<file path="src/rtl/regfile_bank_read_client_if.sv">
// Bus bundle between an operand-collector requester, the bank read client,
// and the 1R1W register-file bank macro it drives.
//   slave  : the bank read client (accepts requests, drives the macro)
//   master : the requester side, which also hosts the macro pins
interface regfile_bank_read_client_if #(
  parameter int ADDR_W = 8,
  parameter int DATA_W = 32,
  parameter int TAG_W  = 4
);

  // Tagged read request (valid/ready)
  logic              rd_req_valid;
  logic              rd_req_ready;
  logic [ADDR_W-1:0] rd_req_addr;
  logic [TAG_W-1:0]  rd_req_tag;

  // In-order tagged read response (valid/ready)
  logic              rd_rsp_valid;
  logic              rd_rsp_ready;
  logic [DATA_W-1:0] rd_rsp_data;
  logic [TAG_W-1:0]  rd_rsp_tag;

  // Fire-and-forget write strobe
  logic              wr_valid;
  logic [ADDR_W-1:0] wr_addr;
  logic [DATA_W-1:0] wr_data;

  // Macro write port
  logic              mem_W0_en;
  logic [ADDR_W-1:0] mem_W0_addr;
  logic [DATA_W-1:0] mem_W0_data;

  // Macro read port (data valid the cycle after mem_R0_en)
  logic              mem_R0_en;
  logic [ADDR_W-1:0] mem_R0_addr;
  logic [DATA_W-1:0] mem_R0_data;

  // Status
  logic              busy;

  modport slave (
    input  rd_req_valid, rd_req_addr, rd_req_tag,
    output rd_req_ready,
    output rd_rsp_valid, rd_rsp_data, rd_rsp_tag,
    input  rd_rsp_ready,
    input  wr_valid, wr_addr, wr_data,
    output mem_W0_en, mem_W0_addr, mem_W0_data,
    output mem_R0_en, mem_R0_addr,
    input  mem_R0_data,
    output busy
  );

  modport master (
    output rd_req_valid, rd_req_addr, rd_req_tag,
    input  rd_req_ready,
    input  rd_rsp_valid, rd_rsp_data, rd_rsp_tag,
    output rd_rsp_ready,
    output wr_valid, wr_addr, wr_data,
    input  mem_W0_en, mem_W0_addr, mem_W0_data,
    input  mem_R0_en, mem_R0_addr,
    output mem_R0_data,
    input  busy
  );

endinterface

</file>
<file path="src/rtl/regfile_bank_read_client.sv">
// Requester-side controller for one 1R1W register-file bank macro.
// Reads are issued the cycle they are accepted, the macro data is captured
// one cycle later (with a same-cycle write forwarded over it), and the
// result is parked in a 3-entry in-order response FIFO. Admission is
// limited so that every issued read always has a FIFO slot waiting for it.
// Writes pass straight through to the macro and are never stalled.
module regfile_bank_read_client #(
  parameter int ADDR_W = 8,
  parameter int DATA_W = 32,
  parameter int TAG_W  = 4
) (
  input logic                        clock,
  input logic                        reset,   // asynchronous, active-low
  regfile_bank_read_client_if.slave  bus
);

  localparam int DEPTH = 3;

  typedef logic [1:0] ptr_t;

  // Advance a FIFO pointer, wrapping modulo DEPTH
  function automatic ptr_t ptr_inc(input ptr_t p);
    return (p == ptr_t'(DEPTH - 1)) ? ptr_t'(0) : p + ptr_t'(1);
  endfunction

  // ---------------------------------------------------------------------
  // Declarations
  // ---------------------------------------------------------------------
  logic              fire;
  logic              push;
  logic              pop;

  // Stage s1: the read issued last cycle, waiting for macro data
  logic              s1_valid;
  logic [TAG_W-1:0]  s1_tag;
  logic              s1_byp;
  logic [DATA_W-1:0] s1_bdata;

  // Response FIFO
  logic [DATA_W-1:0] fifo_data [DEPTH];
  logic [TAG_W-1:0]  fifo_tag  [DEPTH];
  ptr_t              wr_ptr;
  ptr_t              rd_ptr;
  logic [1:0]        count;
  logic [1:0]        count_next;

  logic [2:0]        occupancy;
  logic [DATA_W-1:0] capture_data;
  logic              same_addr_write;

  // ---------------------------------------------------------------------
  // Write path: straight pass-through, held off only while in reset
  // ---------------------------------------------------------------------
  assign bus.mem_W0_en   = bus.wr_valid & reset;
  assign bus.mem_W0_addr = bus.wr_addr;
  assign bus.mem_W0_data = bus.wr_data;

  // ---------------------------------------------------------------------
  // Admission and issue
  // ---------------------------------------------------------------------
  // Every accepted read owns a slot from acceptance until it is popped, so
  // counting s1 together with the FIFO makes overflow impossible. Ready
  // depends on registered state only (plus reset), never on rd_rsp_ready.
  assign occupancy        = {2'b00, s1_valid} + {1'b0, count};
  assign bus.rd_req_ready = reset & (occupancy < 3'(DEPTH));
  assign fire             = bus.rd_req_valid & bus.rd_req_ready;

  assign bus.mem_R0_en   = fire;
  assign bus.mem_R0_addr = bus.rd_req_addr;

  // A write in the issue cycle to the read address must win over whatever
  // the macro does on a same-cycle collision.
  assign same_addr_write = bus.wr_valid & (bus.wr_addr == bus.rd_req_addr);

  // s1 valid flag: tracks whether last cycle issued a read
  always_ff @(posedge clock or negedge reset) begin
    if (!reset) begin
      s1_valid <= 1'b0;
    end else begin
      // NOTE: clocked state is always assigned with <= so every flop samples
      // pre-edge values regardless of block evaluation order.
      s1_valid <= fire;
    end
  end

  // s1 payload: tag and forwarded write data for the read in flight
  always_ff @(posedge clock) begin
    // NOTE: payload and FIFO storage carry no reset; they are only observed
    // when a reset-cleared valid flag or count says they hold live data.
    s1_tag   <= bus.rd_req_tag;
    s1_byp   <= fire & same_addr_write;
    s1_bdata <= bus.wr_data;
  end

  // ---------------------------------------------------------------------
  // Capture: macro data is only sampled in the cycle after issue
  // ---------------------------------------------------------------------
  // Select forwarded write data over the macro output for the s1 read
  always_comb begin
    // NOTE: every always_comb output gets a default first so no path can
    // leave it unassigned and infer a latch.
    capture_data = bus.mem_R0_data;
    if (s1_byp) begin
      capture_data = s1_bdata;
    end
  end

  assign push = s1_valid;
  assign pop  = bus.rd_rsp_valid & bus.rd_rsp_ready;

  // ---------------------------------------------------------------------
  // Response FIFO
  // ---------------------------------------------------------------------
  // Next occupancy of the FIFO: push and pop together leave it unchanged
  always_comb begin
    count_next = count;
    unique case ({push, pop})
      2'b10:   count_next = count + 2'd1;
      2'b01:   count_next = count - 2'd1;
      default: count_next = count;
    endcase
  end

  // FIFO pointers and count
  always_ff @(posedge clock or negedge reset) begin
    if (!reset) begin
      wr_ptr <= '0;
      rd_ptr <= '0;
      count  <= '0;
    end else begin
      if (push) begin
        wr_ptr <= ptr_inc(wr_ptr);
      end
      if (pop) begin
        rd_ptr <= ptr_inc(rd_ptr);
      end
      count <= count_next;
    end
  end

  // FIFO storage: write the captured response at the tail
  always_ff @(posedge clock) begin
    if (push) begin
      fifo_data[wr_ptr] <= capture_data;
      fifo_tag[wr_ptr]  <= s1_tag;
    end
  end

  // Head entry is presented directly; zeroed while the FIFO is empty so the
  // uninitialised storage never reaches the consumer.
  assign bus.rd_rsp_valid = (count != 2'd0);
  assign bus.rd_rsp_data  = bus.rd_rsp_valid ? fifo_data[rd_ptr] : '0;
  assign bus.rd_rsp_tag   = bus.rd_rsp_valid ? fifo_tag[rd_ptr]  : '0;

  assign bus.busy = s1_valid | (count != 2'd0);

  // A capture into a full FIFO with no pop would drop macro data; admission
  // control is meant to make that unreachable.
  fifo_no_overflow: assert property (
    @(posedge clock) disable iff (!reset)
      !(push && !pop && (count == 2'(DEPTH)))
  );

endmodule

</file>
<file path="src/flat_wrapper.sv">
// flat-port wrapper written by rule: the top's interface ports become plain ports
module regfile_bank_read_client_flat 
#(
  parameter int ADDR_W = 8,
  parameter int DATA_W = 32,
  parameter int TAG_W  = 4
)
  (clock, reset, bus_rd_req_valid, bus_rd_req_addr, bus_rd_req_tag, bus_rd_req_ready, bus_rd_rsp_valid, bus_rd_rsp_data, bus_rd_rsp_tag, bus_rd_rsp_ready, bus_wr_valid, bus_wr_addr, bus_wr_data, bus_mem_W0_en, bus_mem_W0_addr, bus_mem_W0_data, bus_mem_R0_en, bus_mem_R0_addr, bus_mem_R0_data, bus_busy);
  regfile_bank_read_client_if #(.ADDR_W(ADDR_W), .DATA_W(DATA_W), .TAG_W(TAG_W)) bus_i ();
  input logic clock;
  input logic reset;
  input wire logic [$bits(bus_i.rd_req_valid)-1:0] bus_rd_req_valid;
  input wire logic [$bits(bus_i.rd_req_addr)-1:0] bus_rd_req_addr;
  input wire logic [$bits(bus_i.rd_req_tag)-1:0] bus_rd_req_tag;
  output wire logic [$bits(bus_i.rd_req_ready)-1:0] bus_rd_req_ready;
  output wire logic [$bits(bus_i.rd_rsp_valid)-1:0] bus_rd_rsp_valid;
  output wire logic [$bits(bus_i.rd_rsp_data)-1:0] bus_rd_rsp_data;
  output wire logic [$bits(bus_i.rd_rsp_tag)-1:0] bus_rd_rsp_tag;
  input wire logic [$bits(bus_i.rd_rsp_ready)-1:0] bus_rd_rsp_ready;
  input wire logic [$bits(bus_i.wr_valid)-1:0] bus_wr_valid;
  input wire logic [$bits(bus_i.wr_addr)-1:0] bus_wr_addr;
  input wire logic [$bits(bus_i.wr_data)-1:0] bus_wr_data;
  output wire logic [$bits(bus_i.mem_W0_en)-1:0] bus_mem_W0_en;
  output wire logic [$bits(bus_i.mem_W0_addr)-1:0] bus_mem_W0_addr;
  output wire logic [$bits(bus_i.mem_W0_data)-1:0] bus_mem_W0_data;
  output wire logic [$bits(bus_i.mem_R0_en)-1:0] bus_mem_R0_en;
  output wire logic [$bits(bus_i.mem_R0_addr)-1:0] bus_mem_R0_addr;
  input wire logic [$bits(bus_i.mem_R0_data)-1:0] bus_mem_R0_data;
  output wire logic [$bits(bus_i.busy)-1:0] bus_busy;
  assign bus_i.rd_req_valid = bus_rd_req_valid;
  assign bus_i.rd_req_addr = bus_rd_req_addr;
  assign bus_i.rd_req_tag = bus_rd_req_tag;
  assign bus_rd_req_ready = bus_i.rd_req_ready;
  assign bus_rd_rsp_valid = bus_i.rd_rsp_valid;
  assign bus_rd_rsp_data = bus_i.rd_rsp_data;
  assign bus_rd_rsp_tag = bus_i.rd_rsp_tag;
  assign bus_i.rd_rsp_ready = bus_rd_rsp_ready;
  assign bus_i.wr_valid = bus_wr_valid;
  assign bus_i.wr_addr = bus_wr_addr;
  assign bus_i.wr_data = bus_wr_data;
  assign bus_mem_W0_en = bus_i.mem_W0_en;
  assign bus_mem_W0_addr = bus_i.mem_W0_addr;
  assign bus_mem_W0_data = bus_i.mem_W0_data;
  assign bus_mem_R0_en = bus_i.mem_R0_en;
  assign bus_mem_R0_addr = bus_i.mem_R0_addr;
  assign bus_i.mem_R0_data = bus_mem_R0_data;
  assign bus_busy = bus_i.busy;
  regfile_bank_read_client #(.ADDR_W(ADDR_W), .DATA_W(DATA_W), .TAG_W(TAG_W)) u_core (.clock(clock), .reset(reset), .bus(bus_i));
endmodule
</file>
<file path="config.mk">
export PLATFORM = sky130hd
export DESIGN_NAME = regfile_bank_read_client_flat
export DESIGN_NICKNAME = d
export VERILOG_FILES = /design/src/rtl/regfile_bank_read_client_if.sv /design/src/rtl/regfile_bank_read_client.sv /design/src/flat_wrapper.sv
export SDC_FILE = /design/constraint.sdc
export NUM_CORES = 1
export LEC_CHECK = 0
export CAP_MARGIN = 15
export CORE_MARGIN = 1
export CORE_UTILIZATION = 42
export CTS_BUF_LIST = sky130_fd_sc_hd__clkbuf_8
export CTS_CLUSTER_SIZE = 40
export DETAILED_ROUTE_END_ITERATION = 7
export PLACE_DENSITY = 0.78
export SYNTH_ARGS = -nofsm -noshare
export SYNTH_HDL_FRONTEND = slang
export SYNTH_SLANG_ARGS = --single-unit
</file>
<file path="constraint.sdc">
create_clock -name clock -period 10.85 [get_ports clock]
set_input_delay 3.255 -clock clock [delete_from_list [all_inputs] [get_ports clock]]
set_output_delay 3.255 -clock clock [all_outputs]
set_load 0.02 [all_outputs]
</file>
==> flow_summary.toml, run 1 <==
[clocking]
clockBufferDepth = 2
postCtsSetupBuffers = 0
cts_buffers = 17
post_cts_resized = 0
clock_latency_ns = 0.46
cts_hold_buf = 0
clkTransAtPathRegs_ns = 0.07
cts.sinks = 152
h-tree-depth = 4
cts_tree = "built"
ctsRootBufferMaster = "clkbuf_8"

[die]
die_x_um = 123
io_pins = 178
core_um2 = 14100
initial_core_util = 0.439
die-height_um = 123
die-area_um2 = 15200
core.rowCount = 43

[finish]
final_nets = 626
final_core_util = 0.582
final_common_cell = "clkdlybuf4s50_1"
fill_cells = 1119
post_route_cells_drive_above_1_share = 0.199
syn_to_final_growth_pct = 32.7
antenna_cells = 0
layout_common_cells = "clkdlybuf4s50_1, edfxtp_1, mux2_2"

[synth]
yosysTopAreaCellShare = 0.525
syn_inst = 397
ys_ff_latch = 152
avgSynthCellArea_um2 = 15.6
ys.warnings.count = 0
synth_area_leaders = "edfxtp_1, dfxtp_1, mux2_2"
netlist-cell-type-count = 27
seq_area_frac_synth = 0.673
synth_nets = 489
synth.largest_area_cell = "edfxtp_1"
syn_area_um2 = 6180

[critical_path]
crit_chain = "clkdlybuf4s50_1 > nand4b_1 > inv_1 > clkdlybuf4s50_1"
crit_slowest_cell = "clkdlybuf4s50_1"
path_buf_inv = 3
critical_path_class = "in2out"
start_kind = "input pin"
cp.arrival_ns = 4.89
worstSetupEndpointType = "output pin"
worstPathRequired_ns = 7.60
crit_path_frequent_cell = "clkdlybuf4s50_1"
cp_max_fo = 10
cpLargestDelayFamily = "buffers and inverters"
slowest_delay_ns = 0.72

[timing]
hold_slack_ns = 0.457
tightest_slew_ns = 1.04
hold_violations = 0
relSlewSlack = 0.304
clock_skew_ns = 0.0140
min_period_ns = 8.14
layout_worst_path_cycle_share = 0.750
tns_ns = 0
slew_violations = 0
setup_violations = 0
rsz0062_at_grt = "false"
fmax_mhz = 123

[drt]
wire_per_inst_um = 16.1
viasPerCell = 4.78
ant_nets = 0
dr.pass1.iters = 4
drt_wl_total_mm = 11.7
drt_iter0_markers = 147
remaining_drc_errors = 0
vias = 3478

[grt]
grt_pass1_wl_mm = 18.0
antenna_found_initial = 0
grt_max_degree = 40
grt_pass1_vias = 3696
overflow = 0
track_usage = 0.164

[place]
portBuffers = 177
gp_congestion = 0.746
hpwl_mm = 7.57

[power_and_ir_drop]
power_density_nw_per_um2 = 224
p_leak_nw = 2.95
p_seq_frac = 0.414
irDropWorstVdd_mv = 0.143
clock_power_share = 0.225
power.internal_mw = 1.24
power.switching_uw = 593
p_comb_frac = 0.361
switching_share = 0.323

[run_status]
outcome = "finished, final reports clean"

[min_path]
min_path_type = "reg2reg"

[run]
maxCapViolCount = 0
## power by group through the flow
stage	combinational (mW)	clock [mW]	sequential (mW)
floorplan	0.431	0	0.723
global placement	0.639	0	0.784
detailed placement	0.648	0	0.790
CTS	0.652	0.425	0.776
global route	0.709	0.445	0.770
finish	0.662	0.412	0.760
## final timing paths
kind | from | endpoint | slack, ns | cells past startpoint
setup / recovery | reset | bus_mem_R0_en | 2.71 | 4
hold reg to reg | u_core.s1_tag[1] | u_core.fifo_tag[1][1] | 0.46 | 0
max in group asynchronous | reset | u_core.rd_ptr[0] | 7.46 | 1
setup reg to reg | u_core.count[0] | u_core.count[1] | 9.13 | 5
min in group asynchronous | reset | u_core.wr_ptr[0] | 3.09 | 1
hold / removal | u_core.s1_tag[1] | u_core.fifo_tag[1][1] | 0.46 | 0
## per-layer routing
| layer | wire, um | global-route usage |
|---|---|---|
| met1 | 4530 | 0.166 |
| met2 | 6230 | 0.301 |
| met3 | 811 | 0.0646 |
| met4 | 157 | 0.0625 |
| met5 | 0 | 0 |
## cell usage after synthesis
| cell type | n |
|---|---|
| xor2_1 | 1 |
| nand3_1 | 1 |
| nor2_1 | 39 |
| o21ai_0 | 1 |
| clkbuf_1 | 3 |
| nor3_1 | 2 |
| mux2i_1 | 36 |
| and3b_1 | 1 |
| dfrtp_1 | 7 |
| edfxtp_1 | 108 |
| buf_6 | 2 |
| nor4_1 | 1 |
| nor3b_1 | 2 |
| ha_1 | 3 |
| inv_1 | 4 |
| nand4b_1 | 1 |
| nand2_1 | 4 |
| nand4_1 | 1 |
| mux2_2 | 59 |
| and2_1 | 1 |
| mux2_1 | 2 |
| buf_2 | 10 |
| a21o_1 | 4 |
| mux2_4 | 7 |
| dfxtp_1 | 37 |
| xnor2_1 | 10 |
| buf_4 | 50 |
## layout make-up
cell class,instances,area (um2),share of cell area
tap,180,225,0.0274
timing repair buffer,183,1850,0.225
clock inverter,14,133,0.0162
clock buffer,18,248,0.0302
sequential,152,4160,0.507
multi-input combinational,176,1570,0.192
inverter,4,15.0,0.00183
## registers in the layout, summed over array words and instances, names as in the netlist
| signal | flops |
|---|---|
| u_core.s1_bdata | 32 |
| u_core.s1_byp | 1 |
| u_core.s1_tag | 4 |
| u_core.fifo_data | 96 |
| u_core.fifo_tag | 12 |
| u_core.push | 1 |
| u_core.wr_ptr | 2 |
| u_core.count | 2 |
| u_core.rd_ptr | 2 |
## logic make-up (layout without fill, tap and decap cells)
| family | after synthesis | in the layout | share of synthesized area |
|---|---|---|---|
| compound gates | 5 | 5 | 0.00567 |
| flops | 152 | 152 | 0.673 |
| xor+xnor | 11 | 11 | 0.0156 |
| fa+ha+maj | 3 | 3 | 0.00607 |
| simple gates | 53 | 53 | 0.0368 |
| mux | 104 | 104 | 0.186 |
| buf+inv | 69 | 219 | 0.0767 |
## metrics by stage
| step | instance area [um2] | setup slack (ns) | cells | power, mW |
|---|---|---|---|---|
| floorplan | 6180 | 4.07 | 397 | 1.15 |
| global placement | 7780 | 2.77 | 693 | 1.42 |
| detailed placement | 7780 | 2.69 | 693 | 1.44 |
| CTS | 8160 | 2.68 | 725 | 1.85 |
| global route | 8210 | 2.60 | 727 | 1.92 |
| finish | 8210 | 2.71 | 727 | 1.83 |
(Power assumes the default switching activity.)
==> run 2: changes to the inputs <==
--- a/config.mk
+++ b/config.mk
@@ -11,7 +11,7 @@
 export CTS_BUF_LIST = sky130_fd_sc_hd__clkbuf_8
 export CTS_CLUSTER_SIZE = 40
 export DETAILED_ROUTE_END_ITERATION = 7
-export PLACE_DENSITY = 0.78
+export PLACE_DENSITY = 0.81
 export SYNTH_ARGS = -nofsm -noshare
 export SYNTH_HDL_FRONTEND = slang
 export SYNTH_SLANG_ARGS = --single-unit
==> constraint.sdc (replaced) <==
create_clock -name clock -period 6.7 [get_ports clock]
set_input_delay 2.01 -clock clock [delete_from_list [all_inputs] [get_ports clock]]
set_output_delay 2.01 -clock clock [all_outputs]
set_load 0.02 [all_outputs]
==> run 2 against run 1 <==
  * Utilization is 0.23 points lower
  * Worst setup slack worse by 1.6 ns
  * Clock skew is 0.0021 ns lower
  * Hold slack worse by 0.0039 ns
  * Cell area is 0.40% lower
  * Total power is 58% higher
  * Count of clock-buffer cells in the layout is 1 lower
  * Routed wire length is 0.26% lower
  * Critical endpoint unchanged
==> flow_summary.toml, run 2 (synthesis gave the netlist of run 1 again) <==
[clocking]
ctsRootBufferMaster = "clkbuf_8"
h-tree-depth = 4
cts.sinks = 152
cts_tree = "built"
cts_hold_buf = 0
clockBufferDepth = 2
postCtsSetupBuffers = 0
cts_buffers = 17
clkTransAtPathRegs_ns = 0.08
post_cts_resized = 0
clock_latency_ns = 0.44

[finish]
multi_input_area_um2 = 1570
antenna_cells = 0
largestRegisters = "u_core.fifo_data (96), u_core.s1_bdata (32), u_core.fifo_tag (12)"
post_route_cells_drive_above_1_share = 0.194
largest_register_ff_count = 96
fill_cells = 1113
syn_to_final_growth_pct = 32.2
final_common_cell = "clkdlybuf4s50_1"
seqCellArea_um2 = 4160
layout_common_cells = "clkdlybuf4s50_1, edfxtp_1, mux2_2"
final_area_um2 = 8170
regMostFlops = "u_core.fifo_data"
final_nets = 626
layout.cells.non_filler = 727

[grt]
overflow = 0
track_usage = 0.160
antenna_found_initial = 0
grt_max_degree = 40
grt_pass1_wl_mm = 17.7
grt_pass1_vias = 3680

[critical_path]
cp_max_fo = 10
worstPathRequired_ns = 4.69
critical_path_class = "in2out"
cp.arrival_ns = 3.62
r2r_end = "u_core.count[1]"
r2r_slack_ns = 5.01
start_kind = "input pin"
rr_startpoint = "u_core.count[0]"
worstSetupEndpointType = "output pin"
reg2regPathDepth = 5

[run]
maxCapViolCount = 0

[drt]
ant_nets = 0
wire_per_inst_um = 16.1
remaining_drc_errors = 0
drt_wl_total_mm = 11.7
dr.pass1.iters = 4
drt_iter0_markers = 108
viasPerCell = 4.82
vias = 3502

[place]
dp_cells = 693
pre_cts_ws_ns = 1.07
portBuffers = 177
dpl_cell_area_um2 = 7780
gp_congestion = 0.734
hpwl_mm = 7.61

[die]
io_pins = 178
core.rowCount = 43
die-area_um2 = 15200
core_um2 = 14100
die_x_um = 123
initial_core_util = 0.439
die-height_um = 123

[timing]
tightest_slew_ns = 1.03
clock_skew_ns = 0.0119
rsz0062_at_grt = "false"
fmax_mhz = 177
setup_violations = 0
tns_ns = 0
min_period_ns = 5.63
layout_worst_path_cycle_share = 0.841
hold_violations = 0
relSlewSlack = 0.314
slew_violations = 0
layout_setup_ws_ns = 1.07

[run_status]
outcome = "finished, final reports clean"

[power_and_ir_drop]
p_leak_nw = 2.90
power_density_nw_per_um2 = 356
power_mw = 2.91
irDropWorstVdd_mv = 0.256

[min_path]
holdCritStartpoint = "u_core.s1_tag[1]"
hold_path_depth = 0
holdPathEnd = "u_core.fifo_tag[1][1]"
min_path_type = "reg2reg"
==> run 2: critical path, stage by stage <==
cell and delay [ns]:
clkdlybuf4s50_1 0.74, nand4b_1 0.18, inv_1 0.10, clkdlybuf4s50_1 0.60
==> run 2: worst max-delay path by stage <==
stage / startpoint / depth (start not counted) / end
after detailed placement: reset / 4 / bus_mem_R0_en
after CTS: reset / 4 / bus_mem_R0_en
after global placement: reset / 4 / bus_mem_R0_en
final: reset / 4 / bus_mem_R0_en
after floorplan: reset / 2 / bus_mem_R0_en
after global routing: reset / 4 / bus_mem_R0_en
==> run 2: cell type report <==
cell class | instances | area share
timing repair buffer | 183 | 0.226
tap | 180 | 0.0276
inverter | 4 | 0.00184
multi-input combinational | 176 | 0.193
sequential | 152 | 0.509
clock inverter | 15 | 0.0139
clock buffer | 17 | 0.0286
==> run 2: through the flow <==
step	hold slack, ns	util
global route	0.467	0.580
detailed placement	0.436	0.552
floorplan	0.421	-
global placement	0.426	0.552
CTS	0.455	0.577
finish	0.453	0.580
==> run 2: power by group <==
part | leakage [nW] | total [mW] | internal [mW] | switching, mW
Clock | 0.169 | 0.607 | 0.286 | 0.321
Sequential | 1.38 | 1.23 | 1.12 | 0.111
Combinational | 1.36 | 1.07 | 0.555 | 0.515
Total | 2.90 | 2.91 | 1.96 | 0.947
==> run 2: per-layer routing <==
layer	wire length, um	GRT usage
met2	6260	0.290
met5	0	0
met3	830	0.0609
met1	4490	0.167
met4	121	0.0610
